## config.mk

```make
export PLATFORM = sky130hd
export DESIGN_NAME = regfile_sequencer_flat
export DESIGN_NICKNAME = d
export VERILOG_FILES = /design/src/rtl/cpu_pkg.sv /design/src/rtl/regfile_sequencer_if.sv /design/src/rtl/instr_field_decode.sv /design/src/rtl/regfile_sequencer.sv /design/src/flat_wrapper.sv
export SDC_FILE = /design/constraint.sdc
export NUM_CORES = 1
export LEC_CHECK = 0
export BUFFER_PORTS_ARGS = -buffer_cell sky130_fd_sc_hd__buf_2
export CAP_MARGIN = 20
export CORE_MARGIN = 8
export CORE_UTILIZATION = 50
export DETAILED_ROUTE_END_ITERATION = 8
export GPL_ROUTABILITY_DRIVEN = 0
export GPL_TIMING_DRIVEN = 0
export PLACE_DENSITY = 0.82
export SLEW_MARGIN = 20
export SYNTH_ARGS = -nofsm -noshare
export SYNTH_HDL_FRONTEND = slang
export SYNTH_SLANG_ARGS = --single-unit
```

## constraint.sdc

```tcl
create_clock -name clk -period 3.2 [get_ports clk]
set_clock_uncertainty 0.1 [all_clocks]
set_input_delay 0.48 -clock clk [delete_from_list [all_inputs] [get_ports clk]]
set_output_delay 0.48 -clock clk [all_outputs]
set_load 0.005 [all_outputs]
```

## src/rtl/cpu_pkg.sv

```systemverilog
// Shared CPU definitions: opcode constants, instruction field layout and
// the register-file sequencer state type.
package cpu_pkg;

   localparam int unsigned INSTR_W    = 32;
   localparam int unsigned OPCODE_W   = 6;
   localparam int unsigned FUNCT_W    = 6;
   localparam int unsigned REG_ADDR_W = 5;
   localparam int unsigned IMM_W      = 16;

   localparam int unsigned OPCODE_LSB = 26;
   localparam int unsigned RS_LSB     = 21;
   localparam int unsigned RT_LSB     = 16;
   localparam int unsigned RD_LSB     = 11;
   localparam int unsigned IMM_LSB    = 0;
   localparam int unsigned FUNCT_LSB  = 0;

   localparam logic [OPCODE_W-1:0] OP_RTYPE     = 6'd0;
   localparam logic [OPCODE_W-1:0] OP_RF_NOP    = 6'd2;
   localparam logic [OPCODE_W-1:0] OP_ITYPE_MIN = 6'd4;

   typedef enum logic [2:0] {
      ST_IDLE     = 3'd0,
      ST_READ     = 3'd1,
      ST_CAPTURE  = 3'd2,
      ST_EXEC     = 3'd3,
      ST_WAIT_RES = 3'd4,
      ST_WRITE    = 3'd5
   } rfseq_state_t;

   // Opcodes 1..3 retire without touching the register file or the ALU.
   function automatic logic is_nop_opcode(input logic [OPCODE_W-1:0] op);
      return (op != OP_RTYPE) && (op < OP_ITYPE_MIN);
   endfunction

endpackage

```

## src/rtl/regfile_sequencer_if.sv

```systemverilog
// Bundle of the sequencer's instruction, register-file, ALU operand and
// ALU result connections.
interface regfile_sequencer_if import cpu_pkg::*; #(
   parameter int unsigned WORD_SIZE = 32
);

   logic                  instr_valid;
   logic                  instr_ready;
   logic [INSTR_W-1:0]    instr;

   logic [OPCODE_W-1:0]   rf_opcode;
   logic                  rf_regwrite;
   logic [REG_ADDR_W-1:0] rf_read_reg1;
   logic [REG_ADDR_W-1:0] rf_read_reg2;
   logic [REG_ADDR_W-1:0] rf_write_reg;
   logic [WORD_SIZE-1:0]  rf_write_data;
   logic [WORD_SIZE-1:0]  rf_read_data1;
   logic [WORD_SIZE-1:0]  rf_read_data2;

   logic                  op_valid;
   logic                  op_ready;
   logic [WORD_SIZE-1:0]  op_a;
   logic [WORD_SIZE-1:0]  op_b;
   logic [OPCODE_W-1:0]   op_opcode;
   logic [FUNCT_W-1:0]    op_funct;

   logic                  res_valid;
   logic                  res_ready;
   logic [WORD_SIZE-1:0]  res_data;

   logic                  wb_done;

   modport master (
      input  instr_valid, instr, rf_read_data1, rf_read_data2,
             op_ready, res_valid, res_data,
      output instr_ready, rf_opcode, rf_regwrite, rf_read_reg1, rf_read_reg2,
             rf_write_reg, rf_write_data, op_valid, op_a, op_b, op_opcode,
             op_funct, res_ready, wb_done
   );

   modport slave (
      output instr_valid, instr, rf_read_data1, rf_read_data2,
             op_ready, res_valid, res_data,
      input  instr_ready, rf_opcode, rf_regwrite, rf_read_reg1, rf_read_reg2,
             rf_write_reg, rf_write_data, op_valid, op_a, op_b, op_opcode,
             op_funct, res_ready, wb_done
   );

endinterface

```

## src/rtl/instr_field_decode.sv

```systemverilog
// Combinational instruction decode: fields, class, destination register and
// sign-extended immediate.
module instr_field_decode import cpu_pkg::*; #(
   parameter int unsigned WORD_SIZE = 32
) (
   input  logic [INSTR_W-1:0]    instr,
   output logic [OPCODE_W-1:0]   opcode,
   output logic [FUNCT_W-1:0]    funct,
   output logic [REG_ADDR_W-1:0] rs,
   output logic [REG_ADDR_W-1:0] rt,
   output logic [REG_ADDR_W-1:0] dest,
   output logic                  is_rtype,
   output logic                  is_nop,
   output logic [WORD_SIZE-1:0]  imm_sext
);

   logic [REG_ADDR_W-1:0] rd;
   logic [IMM_W-1:0]      imm;

   assign opcode   = instr[OPCODE_LSB +: OPCODE_W];
   assign rs       = instr[RS_LSB +: REG_ADDR_W];
   assign rt       = instr[RT_LSB +: REG_ADDR_W];
   assign rd       = instr[RD_LSB +: REG_ADDR_W];
   assign imm      = instr[IMM_LSB +: IMM_W];
   assign funct    = instr[FUNCT_LSB +: FUNCT_W];

   assign is_rtype = (opcode == OP_RTYPE);
   assign is_nop   = is_nop_opcode(opcode);
   assign dest     = is_rtype ? rd : rt;
   assign imm_sext = {{(WORD_SIZE - IMM_W){imm[IMM_W-1]}}, imm};

endmodule

```

## src/rtl/regfile_sequencer.sv

```systemverilog
// Multicycle operand-fetch / writeback controller: reads operands from the
// register file, hands them to the ALU, and writes the result back.
module regfile_sequencer import cpu_pkg::*; #(
   parameter int unsigned WORD_SIZE = 32
) (
   input logic                 clk,
   input logic                 rst,
   regfile_sequencer_if.master bus
);

   rfseq_state_t          state;
   rfseq_state_t          state_next;
   logic [INSTR_W-1:0]    instr_q;
   logic [INSTR_W-1:0]    dec_src;
   logic [OPCODE_W-1:0]   dec_opcode;
   logic [FUNCT_W-1:0]    dec_funct;
   logic [REG_ADDR_W-1:0] dec_rs;
   logic [REG_ADDR_W-1:0] dec_rt;
   logic [REG_ADDR_W-1:0] dec_dest;
   logic                  dec_rtype;
   logic                  dec_nop;
   logic [WORD_SIZE-1:0]  dec_imm;
   logic                  accept;
   logic                  wb_done_next;

   // In IDLE decode the offered word so READ outputs can be loaded on accept.
   assign dec_src = (state == ST_IDLE) ? bus.instr : instr_q;

   instr_field_decode #(.WORD_SIZE(WORD_SIZE)) u_decode (
      .instr    (dec_src),
      .opcode   (dec_opcode),
      .funct    (dec_funct),
      .rs       (dec_rs),
      .rt       (dec_rt),
      .dest     (dec_dest),
      .is_rtype (dec_rtype),
      .is_nop   (dec_nop),
      .imm_sext (dec_imm)
   );

   assign accept = bus.instr_valid & bus.instr_ready;

   always_comb begin
      state_next   = state;
      wb_done_next = 1'b0;
      case (state)
         ST_IDLE: begin
            if (accept) begin
               if (dec_nop) wb_done_next = 1'b1;
               else         state_next   = ST_READ;
            end
         end
         ST_READ:    state_next = ST_CAPTURE;
         ST_CAPTURE: state_next = ST_EXEC;
         ST_EXEC: begin
            if (bus.op_ready) state_next = ST_WAIT_RES;
         end
         ST_WAIT_RES: begin
            if (bus.res_valid) begin
               if (dec_dest == '0) begin
                  state_next   = ST_IDLE;
                  wb_done_next = 1'b1;
               end else begin
                  state_next   = ST_WRITE;
               end
            end
         end
         ST_WRITE: begin
            state_next   = ST_IDLE;
            wb_done_next = 1'b1;
         end
         default: state_next = ST_IDLE;
      endcase
   end

   always_ff @(posedge clk) begin
      if (rst) state <= ST_IDLE;
      else     state <= state_next;
   end

   // Registered outputs are loaded from the state being entered.
   always_ff @(posedge clk) begin
      if (rst) begin
         instr_q           <= '0;
         bus.instr_ready   <= 1'b1;
         bus.rf_opcode     <= OP_RF_NOP;
         bus.rf_read_reg1  <= '0;
         bus.rf_read_reg2  <= '0;
         bus.rf_write_reg  <= '0;
         bus.rf_write_data <= '0;
         bus.op_valid      <= 1'b0;
         bus.op_a          <= '0;
         bus.op_b          <= '0;
         bus.op_opcode     <= '0;
         bus.op_funct      <= '0;
         bus.res_ready     <= 1'b0;
         bus.wb_done       <= 1'b0;
      end else begin
         bus.instr_ready <= (state_next == ST_IDLE);
         bus.op_valid    <= (state_next == ST_EXEC);
         bus.res_ready   <= (state_next == ST_WAIT_RES);
         bus.wb_done     <= wb_done_next;
         bus.rf_opcode   <= (state_next == ST_READ || state_next == ST_WRITE) ?
                            dec_opcode : OP_RF_NOP;
         if (accept) instr_q <= bus.instr;
         if (state_next == ST_READ) begin
            bus.rf_read_reg1 <= dec_rs;
            bus.rf_read_reg2 <= dec_rtype ? dec_rt : '0;
         end
         // Read data is only valid for this one cycle, so it must be captured here.
         if (state == ST_CAPTURE) begin
            bus.op_a      <= bus.rf_read_data1;
            bus.op_b      <= dec_rtype ? bus.rf_read_data2 : dec_imm;
            bus.op_opcode <= dec_opcode;
            bus.op_funct  <= dec_funct;
         end
         if (state_next == ST_WRITE) begin
            bus.rf_write_reg  <= dec_dest;
            bus.rf_write_data <= bus.res_data;
         end
      end
   end

   // Reset in a WRITE cycle must not let the write reach the register file.
   assign bus.rf_regwrite = (state == ST_WRITE) & ~rst;

endmodule

```

## src/flat_wrapper.sv

```systemverilog
// flat-port wrapper written by rule: the top's interface ports become plain ports
module regfile_sequencer_flat import cpu_pkg::*;
#(
   parameter int unsigned WORD_SIZE = 32
)
  (clk, rst, bus_instr_valid, bus_instr, bus_rf_read_data1, bus_rf_read_data2, bus_op_ready, bus_res_valid, bus_res_data, bus_instr_ready, bus_rf_opcode, bus_rf_regwrite, bus_rf_read_reg1, bus_rf_read_reg2, bus_rf_write_reg, bus_rf_write_data, bus_op_valid, bus_op_a, bus_op_b, bus_op_opcode, bus_op_funct, bus_res_ready, bus_wb_done);
  regfile_sequencer_if #(.WORD_SIZE(WORD_SIZE)) bus_i ();
  input logic clk;
  input logic rst;
  input wire logic [$bits(bus_i.instr_valid)-1:0] bus_instr_valid;
  input wire logic [$bits(bus_i.instr)-1:0] bus_instr;
  input wire logic [$bits(bus_i.rf_read_data1)-1:0] bus_rf_read_data1;
  input wire logic [$bits(bus_i.rf_read_data2)-1:0] bus_rf_read_data2;
  input wire logic [$bits(bus_i.op_ready)-1:0] bus_op_ready;
  input wire logic [$bits(bus_i.res_valid)-1:0] bus_res_valid;
  input wire logic [$bits(bus_i.res_data)-1:0] bus_res_data;
  output wire logic [$bits(bus_i.instr_ready)-1:0] bus_instr_ready;
  output wire logic [$bits(bus_i.rf_opcode)-1:0] bus_rf_opcode;
  output wire logic [$bits(bus_i.rf_regwrite)-1:0] bus_rf_regwrite;
  output wire logic [$bits(bus_i.rf_read_reg1)-1:0] bus_rf_read_reg1;
  output wire logic [$bits(bus_i.rf_read_reg2)-1:0] bus_rf_read_reg2;
  output wire logic [$bits(bus_i.rf_write_reg)-1:0] bus_rf_write_reg;
  output wire logic [$bits(bus_i.rf_write_data)-1:0] bus_rf_write_data;
  output wire logic [$bits(bus_i.op_valid)-1:0] bus_op_valid;
  output wire logic [$bits(bus_i.op_a)-1:0] bus_op_a;
  output wire logic [$bits(bus_i.op_b)-1:0] bus_op_b;
  output wire logic [$bits(bus_i.op_opcode)-1:0] bus_op_opcode;
  output wire logic [$bits(bus_i.op_funct)-1:0] bus_op_funct;
  output wire logic [$bits(bus_i.res_ready)-1:0] bus_res_ready;
  output wire logic [$bits(bus_i.wb_done)-1:0] bus_wb_done;
  assign bus_i.instr_valid = bus_instr_valid;
  assign bus_i.instr = bus_instr;
  assign bus_i.rf_read_data1 = bus_rf_read_data1;
  assign bus_i.rf_read_data2 = bus_rf_read_data2;
  assign bus_i.op_ready = bus_op_ready;
  assign bus_i.res_valid = bus_res_valid;
  assign bus_i.res_data = bus_res_data;
  assign bus_instr_ready = bus_i.instr_ready;
  assign bus_rf_opcode = bus_i.rf_opcode;
  assign bus_rf_regwrite = bus_i.rf_regwrite;
  assign bus_rf_read_reg1 = bus_i.rf_read_reg1;
  assign bus_rf_read_reg2 = bus_i.rf_read_reg2;
  assign bus_rf_write_reg = bus_i.rf_write_reg;
  assign bus_rf_write_data = bus_i.rf_write_data;
  assign bus_op_valid = bus_i.op_valid;
  assign bus_op_a = bus_i.op_a;
  assign bus_op_b = bus_i.op_b;
  assign bus_op_opcode = bus_i.op_opcode;
  assign bus_op_funct = bus_i.op_funct;
  assign bus_res_ready = bus_i.res_ready;
  assign bus_wb_done = bus_i.wb_done;
  regfile_sequencer #(.WORD_SIZE(WORD_SIZE)) u_core (.clk(clk), .rst(rst), .bus(bus_i));
endmodule
```

# --- Word-level counts from Yosys, hierarchy flattened ---
# Cells that the tools add are included.
word_totals:
  wordCells: 52
  memories: 0
  mem_bits_rw: 0
  ff_bits: 168
  romBits: 0
  latchBits: 0
op_classes:
  reduce_logical: 8
  add_sub_neg: 0
  n_lt_le_gt_ge: 1
  n_bitwise: 4
  multipliers: 0
  div: 0
  n_shift: 0
  n_eq_ne: 9
  muxes: 15
op_table:
  columns: ["op", "n"]
  rows:
  - ["$mux 32", 2]
  - ["$mux 3", 5]
  - ["$pmux 3 s5", 1]
  - ["$eq 3x3->1 const B", 4]
  - ["$mux 5", 2]
  - ["$eq 3x2->1 const B", 3]
  - ["$eq 3x1->1 const B", 2]
  - ["$logic_not 3->1", 2]
  - ["$logic_not 6->1", 1]
  - ["$lt 6x3->1 const B", 1]
  - ["$reduce_bool 6->1", 1]
  - ["$logic_not 5->1", 1]
  - ["$mux 1", 4]
  - ["$pmux 1 s3", 1]
  - ["$and 1x1->1", 2]
  - ["$not 1->1", 2]
  - ["$reduce_or 2->1", 1]
  - ["$logic_and 1x1->1", 1]
  - ["$logic_or 1x1->1", 1]

# --- Logic depth before layout (Yosys ltp) ---
# Gate-level depths: netlist of the first run.
logic_depth:
  word_depth: 12
  mapped_depth: 9

# --- By module ---
# From an unflattened synthesis of the first run, not the netlist that was laid out.
unflattened:
  cells_unflattened: 790
  hier_area_um2: 7025.5
modules_own_cells:
  columns: ["mod", "area_per_inst_um2", "cells_each", "instances"]
  rows:
  - ["regfile_sequencer", 6505.0, 725, 1]
  - ["instr_field_decode", 520.5, 65, 1]

# --- Least setup slack after synthesis of the first run ---
# OpenSTA, ideal clock, no wires.
synth_path:
  path_type: "input-to-reg"
  from: "input bus_instr[31]"
  to: "register u_core.bus.op_b[21] (netlist bit)"
  path_buffers: 2
  setup_ns: 0.134
  required_ns: 2.966
  arrival_time_ns: 1.900
  stages: 7
  slack_ns: 1.066
  cell_sequence: "nor4_4 > nand3_2 > and2_1 > buf_4 > a21oi_4 > buf_2 > a211oi_1"
synth_via:
  elab_chain_cells: 3
synth_rtl:
  columns: ["element", "line", "source"]
  rows:
  - ["start, declared", "flat_wrapper.sv:11", "input wire logic [$bits(bus_i.instr)-1:0] bus_instr;"]
  - ["$mux 32", "regfile_sequencer.sv:27", "assign dec_src = (state == ST_IDLE) ? bus.instr : instr_q;"]
  - ["$logic_not 6->1", "instr_field_decode.sv:27", "assign is_rtype = (opcode == OP_RTYPE);"]
  - ["$mux 32", "regfile_sequencer.sv:113", "bus.op_b <= dec_rtype ? bus.rf_read_data2 : dec_imm;"]
  - ["end signal, assigned", "regfile_sequencer.sv:113", null]
  - ["end, declared", "regfile_sequencer_if.sv:37", "rf_write_reg, rf_write_data, op_valid, op_a, op_b, op_opcode,"]
# No other way between the ends.
# A chain may end at the register's enable or synchronous reset.

# --- Final worst setup path of the first run ---
layout_path:
  from: "register u_core.instr_q[26]"
  to: "register u_core.bus.op_b[29] (netlist bit)"
layout_via:
  elab_chain_cells: 3
layout_rtl:
  columns: ["element", "line", "source"]
  rows:
  - ["start, declared", "regfile_sequencer.sv:13", "logic [INSTR_W-1:0] instr_q;"]
  - ["start signal, assigned", "regfile_sequencer.sv:105", "if (accept) instr_q <= bus.instr;"]
  - ["$mux 32", "regfile_sequencer.sv:27", null]
  - ["$logic_not 6->1", "instr_field_decode.sv:27", null]
  - ["$mux 32", "regfile_sequencer.sv:113", null]
# No other way between the ends.

==> results of run 1 <==
## where the power goes
part / switching, mW / internal, mW / total [mW]
registers: 0.0911 / 2.20 / 2.29
clock network: 0.789 / 1.15 / 1.94
logic: 0.718 / 0.442 / 1.16
## worst register-to-register path, cell delays in order (launching register included)
cell and delay, ns:
dfxtp_1 0.37, nor4_4 0.46, nand3_2 0.28, and2_1 0.25
buf_4 0.17, a21oi_4 0.27, buf_2 0.29, a211oi_1 0.11
## cells in the final DEF, fill, tap and decap left out, types with 5 or more instances in the layout
cell type and count:
nor2_1 31, clkbuf_1 54, clkbuf_16 17, and3_1 7, o211ai_1 15, buf_2 269
nand3_1 20, nand2_1 233, a311o_1 5, a21oi_1 99, a211oi_1 30, dfxtp_1 163
mux2i_1 43, buf_6 6, nand4_1 9, nand2b_1 70
## layout make-up
type / instances / area (um2) / share of cell area (%)
plain buffers: 66 / 305 / 3.42
flip-flops and latches: 163 / 3260 / 36.6
inverters: 2 / 7.51 / 0.0841
diodes: 1 / 2.50 / 0.0280
multi-input cells: 595 / 3230 / 36.2
repair buffers: 265 / 1330 / 14.9
well taps: 176 / 220 / 2.47
clock inverters: 7 / 73.8 / 0.827
clock buffers: 24 / 492 / 5.51
## logic make-up (layout without fill, tap and decap cells)
kind of cell | Yosys count | after routing
compound gates | 162 | 162
buf+inv | 68 | 364
flops | 163 | 163
mux | 43 | 43
other cells | 0 | 1
simple gates | 390 | 390
## stage by stage
step / hold WS, ns / power [mW] / cell area [um2] / utilization [%]
detailed placement: 0.343 / 3.48 / 8350 / 62.8
CTS: 0.172 / 5.42 / 8920 / 67.1
finish: 0.190 / 5.39 / 8920 / 67.1
floorplan: 0.336 / 3.03 / 6810 / -
global route: 0.180 / 5.68 / 8920 / 67.1
global placement: 0.336 / 3.46 / 8350 / 62.8
## layer usage
layer  share of wire, %  vias to the layer above  global-route usage, %
met4                2.4                        2                   9.65
met2                 49                      285                   41.0
li1                   -                     3355                      -
met5              0.056                        -                      0
met3                9.6                       39                   9.20
met1                 39                     3188                   26.7
## path summary, 6_finish.rpt
check	from	to	slack (ns)	depth (start not counted)
worst max-delay path	u_core.instr_q[26]	u_core.bus.op_b[29]	0.77	7
worst min register to register	u_core.bus.op_b[4]	u_core.bus.op_b[4]	0.35	2
worst min-delay path	bus_rf_read_data1[1]	u_core.bus.op_a[1]	0.19	3
worst max register to register	u_core.instr_q[26]	u_core.bus.op_b[29]	0.77	7
==> summary by stage, run 1 <==
Setup path
The signal on the critical path passes through nor4_4 -> nand3_2 -> and2_1 -> buf_4 -> a21oi_4 -> buf_2 -> a211oi_1. The kind of launch point of the worst setup path is a flip-flop. Along the worst path, the maximum fanout reaches 10. STA puts the critical path data required time at 3.37 ns.

The peak per-stage delay on the critical path is approximately 0.46 ns. The data arrival time of the critical path is about 2.6 ns. The number of buffers and inverters on the critical path is 2. The sort of element at the end of the critical path is a flip-flop. The slowest stage cell on the critical path is nor4_4. The cell family contributing the most delay on the critical path is simple AND/OR/NAND/NOR gates. The kind of critical path is reg2reg.

Power and ir drop
The total power per unit cell area is 604 mW/mm2. The static power due to leakage is between 3 and 4 nW. The worst supply voltage drop on vdd is between 0.3 and 0.4 mV.

Drt
For this block, the routed nets add up to 21,500 um of wire. Summing over every cut layer, the via total after detailed routing is slightly below 7,000. The average detailed-routed wire length per instance is 16.6 um. The initial detailed-routing violation count is 456.

The first-pass iteration count of the detailed router is 4. The number of routed nets with antenna violations is 0. After detailed routing, the number of remaining DRC violations is 0. The via-per-instance ratio is around 5.3.

Cells and area
Of the cells placed in the final design, the portion with a size suffix greater than 1 is 28.0%. The largest registers in the layout are u_core.bus.op_a (32), u_core.bus.op_b (32), u_core.bus.rf_write_data (32). The number of nets in the layout is 1,243. From synthesis to final layout, the design area changed by 31.1%. The final non-filler cell total is about 1,300.

The number of fill cells in the layout is between 1,000 and 1,500.

Synth
Summing the areas of all compound-gate instances in the mapped netlist gives ~15% of the synthesized area. Ranked by instance count, the synthesized netlist is headed by nand2_1, dfxtp_1, a21oi_1. In the synthesized netlist the dominant register cell turns out to be dfxtp_1. The synthesized area per cell is 8.24 um2.

The post-synthesis cell type with the largest combined area is dfxtp_1. Yosys printed 0 warnings. The post-synthesis async set-or-reset flop share is 0%. The number of flops mapped to enable cells by yosys is 0. After Yosys synthesis, and, or, nand and nor cells account for 26.5% of the synthesized area. By area the synthesized netlist is led by dfxtp_1, nand2_1, a21oi_1. The total nets after synthesis is 959. Yosys mapped the design onto 38 distinct sky130hd cell types. Counting flops and latches in the post-synthesis netlist gives approximately 160.

The dominant combinational cell family by area after synthesis is simple AND/OR/NAND/NOR gates. Summing the areas of all fa, ha and maj instances in the mapped netlist gives 0% of the synthesized area. After synthesis, the largest area contributor takes up 47.9% of total cell area. The xor-xnor portion of the synthesized cell area is 0%. The portion of the post-synthesis area used by sequential elements is 47.9%. Yosys instantiated no cell more often than nand2_1.

The post-synth design cell area is 0.00681 mm2. The portion of synthesized area spent on multiplexers is 6.32%. Synthesis produced a netlist whose cell count is 826.

Placement
The wire-length estimate of the detail-placed layout is 16,700 um. The number of I/O port buffers is 265. The pre-CTS setup slack is 0.523 ns. Once placement completed, the tool counted placed cells totaling 1,267.

Floorplan
The die covers 0.0176 mm2. From left edge to right edge, the die measures ~130 um. For this configuration, the core starts out at a cell density of 51.2%. Measured along the y axis, the die boundary spans 133 um. The initialized floorplan defines 42 standard-cell rows. The number of top-level pins is 267.

The region available for standard cell placement spans 0.0133 mm2.

Hold path
The tightest min-delay check is of the in2reg type.

STA
The setup TNS after final layout is 0 ns. For the pin with the worst max-slew slack, the measured transition is about 0.66 ns. The final critical-path setup slack is about 0.77 ns. The total of endpoints with negative setup slack in the final report is 0.

For this run, the top clock speed supported by timing is 0.411 GHz. The worst path uses 76.0% of the clock period. The relative slew slack is 56.2%.

The number of hold-slack violations in the final timing report is 0. The smallest clock period supported by the final layout is computed as 2.43 ns. Setup repair after global routing left no endpoint under its margin. The max-slew violation total from the final report was 0.

Clock network
The number of clock buffers added by TritonCTS is 17. The clock transition at the registers of the reported paths is 0.06 ns. The clock insertion delay at the later pin of the skew report is approximately 0.42 ns.

The TritonCTS sink count is 163. TritonCTS built the clock tree. The number of setup buffers added after CTS is 0.

The H-tree was split into 4 levels. In this run the clock root is driven by a clkbuf_16. The clock passes through at most 2 buffers.

The number of gates resized after cts is 0. The post-cts hold buffer count is 0.

Flow run
Max-cap violations in this run came to 0.

Global route
In the global route stage, overall resource usage came out at 24.2%. The number of antenna violations at the first check in global routing is 2. The first global-routing pass estimated 34,600 um of wire. The maximum number of pins on one net before global-route repair is 17. The total overflow left after global routing is 0. The number of global-route vias before repair is 6,858.

Outcome
The flow ran to the end, and the final reports show no timing, DRC or antenna violations.
(Power assumes the default switching activity.)
==> run 2: changes to the inputs <==
Settings changed: CORE_UTILIZATION 50 to 44, PLACE_DENSITY 0.82 to 0.76.
Clock period 3.2 ns to 2.2 ns, I/O delays scaled along.
==> run 2 against run 1 <==
  * Routed wire length is 3.3% higher
  * Power up 59%
  * Cell area increased by 2.6%
  * Count of clock-buffer cells in the layout is 4 lower
  * Core utilization down 6.7 points
  * Critical endpoint is now u_core.bus.rf_opcode[0]
==> summary by stage, run 2 (synthesized netlist as in run 1, its figures left out) <==
Global route
The global-route wire length before repair is 34,100 um (was 34,600 um). The overall overflow remaining after global route is 0 (unchanged). The number of antenna violations at the first check in global routing is 2 (unchanged). The number of global-route vias before repair is 6,566 (was 6,858). The total routing usage reported by global routing is 21.6% (was 24.2%). The maximum number of pins on one net before global-route repair came to 17 (unchanged).

Power and ir drop
The static power due to leakage is 4.06 nW (was 3.93 nW). The combinational fraction of design power is 20.4% (was 21.5%). The net switching share of the total power is 28.2% (was 29.7%).

The worst supply voltage drop on vdd is 0.569 mV (was 0.390 mV). The clock network fraction of design power is 40.6% (was 36.0%). The share of total power in sequential cells came to 39.0% (was 42.5%). The internal power of the cells was 6.13 mW (was 3.79 mW). The net switching power figure is 2.41 mW (was 1.60 mW). The total power per unit cell area is 934 mW/mm2 (was 604 mW/mm2).

STA
Unrepaired setup endpoints after global routing: true (was false). The pin slew with the least headroom to its limit is 0.621 ns (was 0.658 ns). After layout, the minimum clock period comes to roughly 2.1 ns. After layout, the worst path uses a little over nine tenths of the clock period. The number of hold-slack violations in the final timing report is 0 (unchanged).

The max-slew violation total from the final report is 0 (unchanged). For this run, the top clock speed supported by timing is 0.475 GHz. The total of endpoints with negative setup slack in the final report is 0 (unchanged). The relative slew slack is 58.6% (was 56.2%).

Floorplan
The row count was 45 (was 42). The number of top-level pins came to 267 (unchanged). The area of the die came to 0.0197 mm2 (was 0.0176 mm2). The floorplan die width is 140 um (was 133 um). The placeable core region is 0.0151 mm2 (was 0.0133 mm2). The die extent in y is 140 um (was 133 um).

The effective utilization at floorplan is 44.9% (was 51.2%).

Setup path
The slowest stage cell on the critical path was nor4_4 (unchanged). The data arrival time of the critical path is 2.27 ns (was 2.60 ns). The endpoint required time on the critical path is 2.37 ns (was 3.37 ns). The peak per-stage delay on the critical path is 0.52 ns (was 0.46 ns). Crit-path cells: buf_2 -> nor4_4 -> o21ai_0 -> and3_1 -> a21oi_1 -> a21oi_1 (was nor4_4 -> nand3_2 -> and2_1 -> buf_4 -> a21oi_4 -> buf_2 -> a211oi_1). The sort of element at the end of the critical path is a flip-flop (unchanged). The maximum fanout encountered on the critical timing path is 8 (was 10). Counting stages on the worst path, the most repeated cell is a21oi_1.

The kind of launch point of the worst setup path is an input port (was flip-flop). The kind of critical path is in2reg (was reg2reg).

Drt
The total number of vias is 6,808 (was 6,869). The via-per-instance ratio is 5.17 (was 5.29). The number of routed nets with antenna violations came to 0 (unchanged).

The average detailed-routed wire length per instance is 16.9 um (was 16.6 um). The first-pass iteration count of the detailed router is 5 (was 4). The DRC violation count after routing is 0 (unchanged). The routed wire length came to 22,300 um (was 21,500 um). The initial detailed-routing violation count came to 389 (was 456).

Cells and area
The final core area utilization was 60.5% (was 67.1%). Highest-count cells in the layout ignoring fill and taps: buf_2, nand2_1, dfxtp_1 (unchanged). The most frequent standard cell in the layout excluding fill and tap cells is buf_2 (unchanged). The number of nets in the layout was 1,248 (was 1,243). Largest registers in the final layout: u_core.bus.op_a (32), u_core.bus.op_b (32), u_core.bus.rf_write_data (32) (unchanged). The relative area change from synthesis to final layout is 34.5% (was 31.1%). The fraction of final layout cells sized beyond drive strength 1 is 30.2% (was 28.0%). The final non-filler cell total is 1,318 (was 1,299).

Clock network
The TritonCTS sink count is 163 (unchanged). The clock tree from TritonCTS was yes (unchanged). The maximum level of the CTS H-tree is 4 (unchanged).

The root buffer cell is clkbuf_16 (unchanged). The total CTS buffers is 17 (unchanged). The maximum count of clock buffers along a single path is 2 (unchanged). The clock transition at the registers of the reported paths was 0.07 ns (was 0.06 ns). The post-cts hold buffer count is 0 (unchanged). The clock insertion delay at the later pin of the skew report is 0.42 ns (about the same).

Placement
The cell count after placement was 1,279 (was 1,267). The number of I/O port buffers came to 265 (unchanged). The estimated wirelength of the detail-placed design is 17,100 um (was 16,700 um).

Outcome
Status: finished, final reports clean (unchanged).

Hold path
The class of the most critical hold timing path is in2reg (unchanged).

Flow run
The number of max-cap violations is 0 (unchanged).
[run 2: cell count changes in the layout (fill, tap and decap cells not counted), moves of 4 or more]
cell / delta
clkbuf_8: -4
buf_4: +7
clkbuf_2: +13
clkbuf_1: -11
bufinv_16: +6
[run 2: through the flow]
step	total power, mW	instance area [um2]	setup TNS [ns]	setup WS (ns)	hold slack (ns)
2_1_floorplan	4.40	6810	0	0.206	0.336
3_3_place_gp	5.05	8370	-17.15	-0.336	0.336
3_5_place_dp	5.08	8370	-19.94	-0.378	0.343
4_1_cts	8.56	9090	-0.00646	-0.00646	0.0265
5_1_grt	8.95	9150	-0.118	-0.0434	0.0318
6_report	8.55	9160	0	0.0950	0.0357
[run 2: area by class of cell]
type / instances / area, um2
sequential: 163 / 3260
clock inverter: 12 / 250
timing repair buffer: 270 / 1360
inverter: 2 / 7.51
multi-input combinational: 595 / 3270
buffer: 66 / 327
tap: 188 / 235
fill: 1388 / 5990
clock buffer: 20 / 437
antenna: 2 / 5.00
[run 2: critical path: cells and delay by family]
kind / cells / cell delay, ns
buf+inv: 1 / 0.13
simple gates: 2 / 0.79
compound gates: 3 / 1.02
[run 2: routing by layer]
layer / vias to the layer above / track usage, % / routed length, um
met4: 2 / 7.20 / 426
li1: 3367 / - / -
met1: 3143 / 24.3 / 8930
met5: - / 0 / 10
met3: 32 / 8.94 / 2280
met2: 264 / 36.3 / 10600
[run 2: path summary, 6_finish.rpt]
kind | from | endpoint | slack [ns] | cells after the start
worst max-delay path | bus_instr[31] | u_core.bus.rf_opcode[0] | 0.1 | 6
worst min-delay path | bus_rf_read_data1[21] | u_core.bus.op_a[21] | 0.04 | 3
worst min register to register | u_core.bus.op_a[21] | u_core.bus.op_a[21] | 0.35 | 2
worst max register to register | u_core.state[2] | u_core.bus.rf_write_data[21] | 0.1 | 9
[run 2: power by group through the flow]
stage / logic, mW / registers (mW) / clock network [mW]
global placement: 1.67 / 3.38 / 0
floorplan: 1.00 / 3.40 / 0
global route: 1.94 / 3.36 / 3.65
finish: 1.75 / 3.33 / 3.47
CTS: 1.71 / 3.33 / 3.52
detailed placement: 1.68 / 3.39 / 0
[run 2: timing repair]
action	CTS	global route
buffers inserted	2	3
pin swaps	2	3
setup endpoints to repair	55	92
resized for setup	5	29
==> run 3: changes to the inputs <==
Settings changed: CTS_CLUSTER_DIAMETER set to 40, MAX_ROUTING_LAYER set to met4.
==> run 3 against run 2 <==
  * Sequential cell count did not move
  * Die area unchanged
  * Final cell count hardly changed
  * Count of clock-buffer cells in the layout did not move
  * Hold slack lost 0.0035 ns
  * Critical path depth increased by 3
  * Core utilization hardly changed
  * Setup slack got worse by 0.035 ns
  * Combinational power about the same
  * Sequential share of layout area barely moved
  * Critical endpoint is now u_core.bus.rf_write_data[5]
==> summary by stage, run 3 (synthesized netlist as in run 1, its figures left out) <==
Setup path
The kind of launch point of the worst setup path is a flip-flop (was input port). The maximum fanout encountered on the critical timing path is 10 (was 8). The data arrival time of the critical path came to 2.34 ns (was 2.27 ns). The peak per-stage delay on the critical path is 0.38 ns (was 0.52 ns). The cell family contributing the most delay on the critical path is simple AND/OR/NAND/NOR gates (was compound AO/OA/AOI/OAI gates).

The number of buffers and inverters on the critical path is 4 (was 1). The endpoint required time on the critical path is 2.40 ns (was 2.37 ns). The reg-to-reg critical path startpoint is u_core.state[2] (unchanged). The slack of the worst reg-to-reg path is 0.06 ns (was 0.1 ns). The sort of element at the end of the critical path is a flip-flop (unchanged). Crit-path cells: buf_6 -> or3_4 -> buf_6 -> nor3_4 -> nor2_2 -> o2111a_1 -> buf_6 -> buf_6 -> mux2i_1 (was buf_2 -> nor4_4 -> o21ai_0 -> and3_1 -> a21oi_1 -> a21oi_1). The slowest stage cell on the critical path is or3_4 (was nor4_4).

The kind of critical path is reg2reg (was in2reg). The cell occurring most often along the worst timing path is buf_6 (was a21oi_1). The first element of the critical path is u_core.state[2] (was bus_instr[31]).

Hold path
The class of the most critical hold timing path is in2reg (unchanged). The startpoint of the tightest hold check path is bus_rf_read_data1[21] (unchanged).

Floorplan
The floorplan die width is 140 um (unchanged). The effective utilization at floorplan is 44.9% (unchanged). The placeable core region was 0.0151 mm2 (unchanged). The die extent in y is 140 um (unchanged). The number of top-level pins is 267 (unchanged). The row count is 45 (unchanged). The area of the die is 0.0197 mm2 (unchanged).

Global route
The global-route wire length before repair is 34,000 um (was 34,100 um). The number of antenna violations at the first check in global routing is 2 (unchanged). The number of global-route vias before repair is 6,562 (was 6,566).

The total routing usage reported by global routing was 22.2% (was 21.6%). The overall overflow remaining after global route is 0 (unchanged). The maximum number of pins on one net before global-route repair came to 17 (unchanged).

Placement
The pre-CTS setup slack is -0.378 ns (unchanged). The cell count after placement is 1,279 (unchanged). The estimated wirelength of the detail-placed design was 17,100 um (unchanged). The number of I/O port buffers is 265 (unchanged).

Clock network
The TritonCTS sink count was 163 (unchanged). The total CTS buffers came to 17 (unchanged). The post-cts hold buffer count is 0 (unchanged).

The clock tree from TritonCTS is yes (unchanged). The root buffer cell is clkbuf_16 (unchanged). The maximum level of the CTS H-tree is 4 (unchanged). The maximum count of clock buffers along a single path is 2 (unchanged).

The clock transition at the registers of the reported paths was 0.07 ns (about the same). The clock insertion delay at the later pin of the skew report is 0.42 ns (about the same).

STA
The total of endpoints with negative setup slack in the final report is 0 (unchanged). The maximum clock frequency is 0.467 GHz (was 0.475 GHz). The relative slew slack is 60.4% (was 58.6%). The final hold slack is 0.0322 ns (was 0.0357 ns). The max-slew violation total from the final report is 0 (unchanged). The post-route clock period utilization is 97.3% (was 95.7%).

Unrepaired setup endpoints after global routing: true (unchanged). The final critical-path setup slack is 0.0601 ns (was 0.0950 ns). The pin slew with the least headroom to its limit is 0.593 ns (was 0.621 ns).

The number of hold-slack violations in the final timing report is 0 (unchanged). The shortest clock period the worst path allows after layout was 2.14 ns (was 2.10 ns).

Power and ir drop
The static power due to leakage is 4.06 nW (about the same). The total power per unit cell area is 934 mW/mm2 (about the same). The total power of the final layout is 8.56 mW (was 8.55 mW). The worst supply voltage drop on vdd is 0.572 mV (was 0.569 mV).

Outcome
Status: finished, final reports clean (unchanged).

Drt
The DRC violation count after routing came to 0 (unchanged). The number of routed nets with antenna violations is 0 (unchanged). The total number of vias is 6,848 (was 6,808). The routed wire length is 22,300 um (about the same). The average detailed-routed wire length per instance is 16.9 um (about the same). The first-pass iteration count of the detailed router was 5 (unchanged). The initial detailed-routing violation count was 383 (was 389). The via-per-instance ratio is 5.20 (was 5.17).

Cells and area
The fraction of final layout cells sized beyond drive strength 1 was 30.3% (was 30.2%). The relative area change from synthesis to final layout came to 34.6% (was 34.5%). The final non-filler cell total is 1,317 (was 1,318). The number of nets in the layout came to 1,247 (was 1,248). Largest registers in the final layout: u_core.bus.op_a (32), u_core.bus.op_b (32), u_core.bus.rf_write_data (32) (unchanged). Highest-count cells in the layout ignoring fill and taps: buf_2, nand2_1, dfxtp_1 (unchanged). The combined area of the multi-input logic cells came to 0.00328 mm2 (was 0.00327 mm2). The storage element area came to 0.00326 mm2 (unchanged). The number of fill cells in the layout is 1,391 (was 1,388). The most frequent standard cell in the layout excluding fill and tap cells is buf_2 (unchanged).

Flow run
The number of max-cap violations is 0 (unchanged).
-- run 3: final cells by class --
cell class	instances	share of cell area (%)
timing repair buffer	269	14.8
multi-input combinational	595	35.8
antenna	2	0.0546
inverter	2	0.0819
clock buffer	20	4.77
clock inverter	12	2.73
tap	188	2.57
buffer	66	3.61
sequential	163	35.6
-- run 3: metrics by stage --
stage / cell area, um2 / util [%] / TNS, ns
after floorplan: 6810 / - / 0
after global placement: 8370 / 55.3 / -17.15
after detailed placement: 8370 / 55.3 / -19.94
after CTS: 9090 / 60.0 / -0.00646
after global routing: 9160 / 60.5 / -0.0271
final: 9160 / 60.5 / 0
-- run 3: path summary, 6_finish.rpt --
path	end	cells after the start
min reg2reg	u_core.bus.op_a[21]	2
max	u_core.bus.rf_write_data[5]	9
min	u_core.bus.op_a[21]	3
max reg2reg	u_core.bus.rf_write_data[5]	9
-- run 3: worst min-delay path, delay by kind of cell --
kind | cells | cell delay [ns]
buf+inv | 1 | 0.09
compound gates | 1 | 0.05
simple gates | 1 | 0.04
-- run 3: metal layers --
metal | part of all wire (%) | global-route usage (%) | routed length (um)
met3 | 8.2 | 7.00 | 1830
met1 | 42 | 25.6 | 9370
met2 | 48 | 36.2 | 10700
met4 | 1.8 | 7.03 | 399
met5 | 0 | - | 0
-- run 3: report_power, final --
group | internal (mW) | switching, mW
sequential | 3.20 | 0.139
clock | 2.26 | 1.22
combinational | 0.682 | 1.07
total | 6.13 | 2.43
-- run 3: timing repair --
action	CTS	global route
buffers inserted	2	2
setup endpoints to repair	55	92
pin swaps	2	1
resized for setup	5	32
